## config.mk

```make
export PLATFORM = sky130hd
export DESIGN_NAME = instruction_fetch_unit_flat
export DESIGN_NICKNAME = d
export VERILOG_FILES = /design/src/rtl/cpu_pkg.sv /design/src/rtl/instruction_fetch_unit_if.sv /design/src/rtl/fetch_fifo.sv /design/src/rtl/instruction_fetch_unit.sv /design/src/flat_wrapper.sv
export SDC_FILE = /design/constraint.sdc
export NUM_CORES = 1
export LEC_CHECK = 0
export BUFFER_PORTS_ARGS = -buffer_cell sky130_fd_sc_hd__buf_2
export CORE_ASPECT_RATIO = 1.75
export CORE_MARGIN = 3
export CORE_UTILIZATION = 50
export CTS_CLUSTER_SIZE = 30
export DETAILED_ROUTE_END_ITERATION = 6
export PLACE_DENSITY = 0.82
export SLEW_MARGIN = 20
export SYNTH_ARGS = -nofsm -noshare
export SYNTH_HDL_FRONTEND = slang
export SYNTH_HIERARCHICAL = 1
export SYNTH_SLANG_ARGS = --single-unit
```

## constraint.sdc

```tcl
create_clock -name clk -period 4.9 [get_ports clk]
set_clock_uncertainty 0.2 [all_clocks]
set_input_delay 0 -clock clk [delete_from_list [all_inputs] [get_ports clk]]
set_output_delay 0 -clock clk [all_outputs]
set_load 0.1 [all_outputs]
```

## src/rtl/cpu_pkg.sv

```systemverilog
// Shared CPU front-end definitions: bus widths, reset vector and the fetch buffer entry layout.
package cpu_pkg;
    localparam int ADDR_W = 16;
    localparam int INSTR_W = 32;
    localparam logic [ADDR_W-1:0] RESET_VEC = 16'h0000;

    typedef struct packed {
        logic [ADDR_W-1:0]  addr;
        logic [INSTR_W-1:0] instr;
    } fetch_entry_t;
endpackage

```

## src/rtl/instruction_fetch_unit_if.sv

```systemverilog
// Fetch-stage bus: jump-control redirect, program-memory read port and decode handshake.
interface instruction_fetch_unit_if;
    import cpu_pkg::*;

    logic [ADDR_W-1:0]  jmp_loc;
    logic               pc_mux_sel;
    logic [ADDR_W-1:0]  pm_addr;
    logic               pm_rd_en;
    logic [INSTR_W-1:0] pm_data;
    logic [INSTR_W-1:0] ins;
    logic [ADDR_W-1:0]  current_address;
    logic               ins_valid;
    logic               id_ready;

    modport master (
        input  jmp_loc, pc_mux_sel, pm_data, id_ready,
        output pm_addr, pm_rd_en, ins, current_address, ins_valid
    );

    modport slave (
        output jmp_loc, pc_mux_sel, pm_data, id_ready,
        input  pm_addr, pm_rd_en, ins, current_address, ins_valid
    );
endinterface

```

## src/rtl/fetch_fifo.sv

```systemverilog
// Small synchronous instruction buffer; flush beats push, push+pop allowed while full.
module fetch_fifo
    import cpu_pkg::*;
#(
    parameter int DEPTH = 2
) (
    input  logic                         clk,
    input  logic                         reset,
    input  logic                         flush,
    input  logic                         push,
    input  fetch_entry_t                 push_data,
    input  logic                         pop,
    output fetch_entry_t                 head,
    output logic [$clog2(DEPTH+1)-1:0]   count
);
    localparam int PW = $clog2(DEPTH);
    localparam int CW = $clog2(DEPTH+1);

    fetch_entry_t   mem_reg [DEPTH];
    logic [PW-1:0]  rd_ptr_reg;
    logic [PW-1:0]  wr_ptr_reg;
    logic [CW-1:0]  count_reg;
    logic [DEPTH-1:0] wr_en;
    logic           do_push;
    logic           do_pop;

    function automatic logic [PW-1:0] ptr_inc(input logic [PW-1:0] p);
        return (p == PW'(DEPTH-1)) ? '0 : p + PW'(1);
    endfunction

    assign do_push = push & ~flush;
    assign do_pop  = pop & ~flush & (count_reg != '0);

    generate
        for (genvar gi = 0; gi < DEPTH; gi++) begin : g_wr_en
            assign wr_en[gi] = do_push && (wr_ptr_reg == PW'(gi));
        end
    endgenerate

    // Entries are cleared on reset so the head reads as zero afterwards.
    always_ff @(posedge clk) begin
        for (int i = 0; i < DEPTH; i++) begin
            if (reset) begin
                mem_reg[i] <= '0;
            end else if (wr_en[i]) begin
                mem_reg[i] <= push_data;
            end
        end
    end

    always_ff @(posedge clk) begin
        if (reset || flush) begin
            rd_ptr_reg <= '0;
            wr_ptr_reg <= '0;
            count_reg  <= '0;
        end else begin
            if (do_push) wr_ptr_reg <= ptr_inc(wr_ptr_reg);
            if (do_pop)  rd_ptr_reg <= ptr_inc(rd_ptr_reg);
            case ({do_push, do_pop})
                2'b10:   count_reg <= count_reg + CW'(1);
                2'b01:   count_reg <= count_reg - CW'(1);
                default: count_reg <= count_reg;
            endcase
        end
    end

    assign head  = mem_reg[rd_ptr_reg];
    assign count = count_reg;

    overflow_check: assert property (@(posedge clk) disable iff (reset)
        !(do_push && !do_pop && count_reg == CW'(DEPTH)));
endmodule

```

## src/rtl/instruction_fetch_unit.sv

```systemverilog
// PC and fetch stage: issues program-memory reads, buffers returns, squashes on redirect.
module instruction_fetch_unit
    import cpu_pkg::*;
#(
    parameter int DEPTH = 2,
    parameter logic [ADDR_W-1:0] RESET_VEC = cpu_pkg::RESET_VEC
) (
    input  logic                      clk,
    input  logic                      reset,
    instruction_fetch_unit_if.master  bus
);
    localparam int CW = $clog2(DEPTH+1);
    localparam int OW = CW + 1;

    logic [ADDR_W-1:0] fetch_pc_reg;
    logic [ADDR_W-1:0] req_addr_reg;
    logic              inflight_reg;
    logic [CW-1:0]     count;
    logic [OW-1:0]     occupancy;
    logic [ADDR_W-1:0] pm_addr;
    logic              rd_en;
    logic              ins_valid;
    logic              pop;
    logic              push;
    fetch_entry_t      head;
    fetch_entry_t      ret_entry;

    assign ins_valid = (count != '0);
    assign pop       = ins_valid & bus.id_ready;

    // Entries already buffered or on their way, after this cycle's pop; never exceeds DEPTH.
    assign occupancy = {1'b0, count} + OW'(inflight_reg) - OW'(pop);
    assign rd_en     = ~reset & (bus.pc_mux_sel | (occupancy < OW'(DEPTH)));
    assign pm_addr   = bus.pc_mux_sel ? bus.jmp_loc : fetch_pc_reg;

    // Data returning during a redirect belongs to the abandoned stream.
    assign push      = inflight_reg & ~bus.pc_mux_sel & ~reset;
    assign ret_entry = '{addr: req_addr_reg, instr: bus.pm_data};

    always_ff @(posedge clk) begin
        if (reset) begin
            fetch_pc_reg <= RESET_VEC;
            req_addr_reg <= '0;
            inflight_reg <= 1'b0;
        end else begin
            inflight_reg <= rd_en;
            if (rd_en) begin
                fetch_pc_reg <= pm_addr + ADDR_W'(1);
                req_addr_reg <= pm_addr;
            end
        end
    end

    fetch_fifo #(
        .DEPTH (DEPTH)
    ) u_fifo (
        .clk       (clk),
        .reset     (reset),
        .flush     (bus.pc_mux_sel),
        .push      (push),
        .push_data (ret_entry),
        .pop       (pop),
        .head      (head),
        .count     (count)
    );

    assign bus.pm_addr         = pm_addr;
    assign bus.pm_rd_en        = rd_en;
    assign bus.ins             = head.instr;
    assign bus.current_address = head.addr;
    assign bus.ins_valid       = ins_valid;
endmodule

```

## src/flat_wrapper.sv

```systemverilog
// flat-port wrapper written by rule: the top's interface ports become plain ports
module instruction_fetch_unit_flat import cpu_pkg::*;
#(
    parameter int DEPTH = 2,
    parameter logic [ADDR_W-1:0] RESET_VEC = cpu_pkg::RESET_VEC
)
  (clk, reset, bus_jmp_loc, bus_pc_mux_sel, bus_pm_data, bus_id_ready, bus_pm_addr, bus_pm_rd_en, bus_ins, bus_current_address, bus_ins_valid);
  instruction_fetch_unit_if bus_i ();
  input  logic clk;
  input  logic reset;
  input wire logic [$bits(bus_i.jmp_loc)-1:0] bus_jmp_loc;
  input wire logic [$bits(bus_i.pc_mux_sel)-1:0] bus_pc_mux_sel;
  input wire logic [$bits(bus_i.pm_data)-1:0] bus_pm_data;
  input wire logic [$bits(bus_i.id_ready)-1:0] bus_id_ready;
  output wire logic [$bits(bus_i.pm_addr)-1:0] bus_pm_addr;
  output wire logic [$bits(bus_i.pm_rd_en)-1:0] bus_pm_rd_en;
  output wire logic [$bits(bus_i.ins)-1:0] bus_ins;
  output wire logic [$bits(bus_i.current_address)-1:0] bus_current_address;
  output wire logic [$bits(bus_i.ins_valid)-1:0] bus_ins_valid;
  assign bus_i.jmp_loc = bus_jmp_loc;
  assign bus_i.pc_mux_sel = bus_pc_mux_sel;
  assign bus_i.pm_data = bus_pm_data;
  assign bus_i.id_ready = bus_id_ready;
  assign bus_pm_addr = bus_i.pm_addr;
  assign bus_pm_rd_en = bus_i.pm_rd_en;
  assign bus_ins = bus_i.ins;
  assign bus_current_address = bus_i.current_address;
  assign bus_ins_valid = bus_i.ins_valid;
  instruction_fetch_unit #(.DEPTH(DEPTH), .RESET_VEC(RESET_VEC)) u_core (.clk(clk), .reset(reset), .bus(bus_i));
endmodule
```

==> run summary <==
status = completed
setup TNS = 0 ns
CP Cell Sequence = inv_1 > nand2_1 > and2_1 > ha_1 > nor2b_1 > fa_1 > o21bai_2 > nand2b_1 > inv_1 > buf_2
Crit path top cell by count = inv_1
#FFs+latches synth = 134
FMAX = 287 MHz
Worst Reg-to-Reg Cells = 11
number of enable flip-flop cells after synthesis = 96
Top Metal Used = met4
Setup crit start kind = flop
GRT Resource Usage Total = 19.9%
DIE AREA = 13800 um^2
IO buf count = 117
worst vdd ir = 299 uV
post-CTS sizing = 0
ys async rst share = 0%
Main synth FF type = edfxtp_1
RD Place Congestion = 0.842
reg-to-reg endpoint = u_core/req_addr_reg[14]
num ports = 118
WL met2 = 7340 um
clk sinks = 134
sequential fraction of the synthesis area = 58.9%
initial DRC count = 212
RR Startpoint = u_core/u_fifo/count[1]
YS warnings = 6
Worst-Skew Late Latency = 0.40 ns
grt total ovfl = 0
Slowest cell on crit path = fa_1
met3 wire len = 613 um
clock slew at reported path FFs = 0.06 ns
CTS tree = yes
WL met1 = 5460 um
CP required = 4.70 ns
WL per Instance = 16.3 um
pwr dens = 376 nW/um^2
commonest non-fill, non-tap cell in the layout = buf_2
first-pass GRT wire length = 22200 um
Slew headroom = 46.6%
vias in the first global route = 4509
initial antenna violation count = 0
max-cap viol count = 0
share of layout cells above drive strength 1 = 33.2%
Die H = 153 um
Post-Place Cell Area = 6800 um^2
Cell variety after synth = 47
Syn Inst Count = 505
Inst Count DP = 751
top cells by area, synth = edfxtp_1, dfxtp_1, mux2_2
Crit path buffers/inverters = 3
RSZ-0062 raised after global routing = false
number of nets with antenna violations after routing = 0
Setup-failing EPs final = 0
DR vias = 4433
clock buffer count from CTS = 17
max reg flops = 96
Final Non-Filler Cells = 834
Total Power = 2.98 mW
final instance area = 7910 um^2
htree depth = 4
Rows = 53
syn_area_per_cell = 12.2 um^2
die width = 90.0 um
initial core utilization = 51.2%
pin count of the biggest net entering global routing = 97
critical path class = flop to output port
worst hold path type = input pin to flop
final net count = 712
fin. max-slew vios = 0
leakage = 3.56 nW
Worst path max stage delay = 0.48 ns
R2R Setup Slk = 1.42 ns
core area = 12100 um^2
Critical Path AT = 3.28 ns
min-delay src = bus_id_ready
Vias/cell = 5.32
fin crit share = 71.1%
Mapped Area = 6180 um^2
area leader, netlist = edfxtp_1
post-synth top area share = 46.6%
post-DP HPWL = 8110 um
minimum clock period = 3.48 ns
Syn-to-layout area delta = 28.0%
Routed Wire Length = 13600 um
commonest non-fill, non-tap cells in the layout = buf_2, and3_1, edfxtp_1
maximum buffer depth of the clock tree = 2
Final Hold Fails = 0
Hold Crit Endpoint = u_core/u_fifo/rd_ptr_reg
DP Worst Slack = 1.83 ns
first drt pass iteration count = 5
slew at the pin closest to its max-slew limit = 0.802 ns
# DRC = 0
Final WS setup = 1.42 ns
syn nets = 561
worst-path maximum fanout = 14
Hold Path Stages = 5
Worst setup EP type = output port
CTS Root Cell = clkbuf_16
family with the most delay on the worst path = adder cells
Antenna Cells = 0
==> cell usage after synthesis, drive strengths merged (3+ instances only) <==
cell type / number
a211oi: 11
a21oi: 16
a31o: 4
and3: 97
buf: 19
clkbuf: 21
dfxtp: 38
edfxtp: 96
ha: 3
inv: 14
mux2: 55
mux2i: 9
nand2: 29
nand3: 9
nand3b: 5
nand4: 8
nor2: 21
nor2b: 3
nor3: 8
o21ai: 8
xnor2: 9
xor2: 3
==> what timing repair did <==
| item | in CTS | in global routing |
|---|---|---|
| hold buffers | 51 | 0 |
| hold endpoints to repair | 96 | 0 |
| buffers inserted | 0 | 0 |
| endpoints found under the setup margin | 0 | 0 |
==> routing by layer <==
metal | up-vias | track usage, %
met5 | - | 0
met4 | 0 | 5.99
met3 | 17 | 4.97
met2 | 139 | 35.3
met1 | 2111 | 23.8
li1 | 2166 | -
==> kinds of logic (layout without fill, tap and decap cells) <==
family	after synthesis	after routing	share of synthesized area [%]
simple gates	189	189	17.2
flops	134	134	58.9
mux	64	64	11.5
buf+inv	54	218	4.25
compound gates	48	48	5.45
xor+xnor	12	12	1.70
fa+ha+maj	4	4	0.931
==> power by group <==
part | switching (mW) | internal, mW | leakage, nW
clock network | 0.452 | 0.791 | 0.273
logic | 0.336 | 0.112 | 1.98
registers | 0.0228 | 1.26 | 1.31
total | 0.811 | 2.17 | 3.56
==> stage by stage <==
| step | utilization [%] | hold WS (ns) |
|---|---|---|
| after floorplan | - | -0.0122 |
| after global placement | 56.3 | 0.113 |
| after detailed placement | 56.3 | 0.117 |
| after CTS | 65.4 | 0.0552 |
| after global routing | 65.5 | 0.0894 |
| final | 65.5 | 0.0699 |
==> worst max-delay path by stage <==
stage                           startpoint           end  slack [ns]  cells past startpoint
floorplan           u_core/u_fifo/count[1]  bus_pm_rd_en        1.42                      9
global placement    u_core/u_fifo/count[1]  bus_pm_rd_en        1.97                     10
detailed placement  u_core/u_fifo/count[1]  bus_pm_rd_en        1.83                     10
CTS                 u_core/u_fifo/count[1]  bus_pm_rd_en        1.38                     10
global route        u_core/u_fifo/count[1]  bus_pm_rd_en        1.10                     10
finish              u_core/u_fifo/count[1]  bus_pm_rd_en        1.42                     10
==> cell type report <==
cell class / count / area, um^2
Clock buffer: 17 / 425
Clock inverter: 15 / 163
Fill cell: 894 / 4160
Inverter: 14 / 52.6
Multi-Input combinational cell: 317 / 2290
Sequential cell: 134 / 3650
Tap cell: 165 / 206
Timing Repair Buffer: 172 / 1130
==> tightest hold or removal path, delay by kind of cell <==
family                    cells  cell delay (ns)
and+or+nand+nor               2             0.25
xor gates and xnor gates      1             0.11
buffers and inverters         1             0.10
AOI/OAI and AO/OA             1             0.15
No activity file was read; power rests on OpenSTA's default activity.
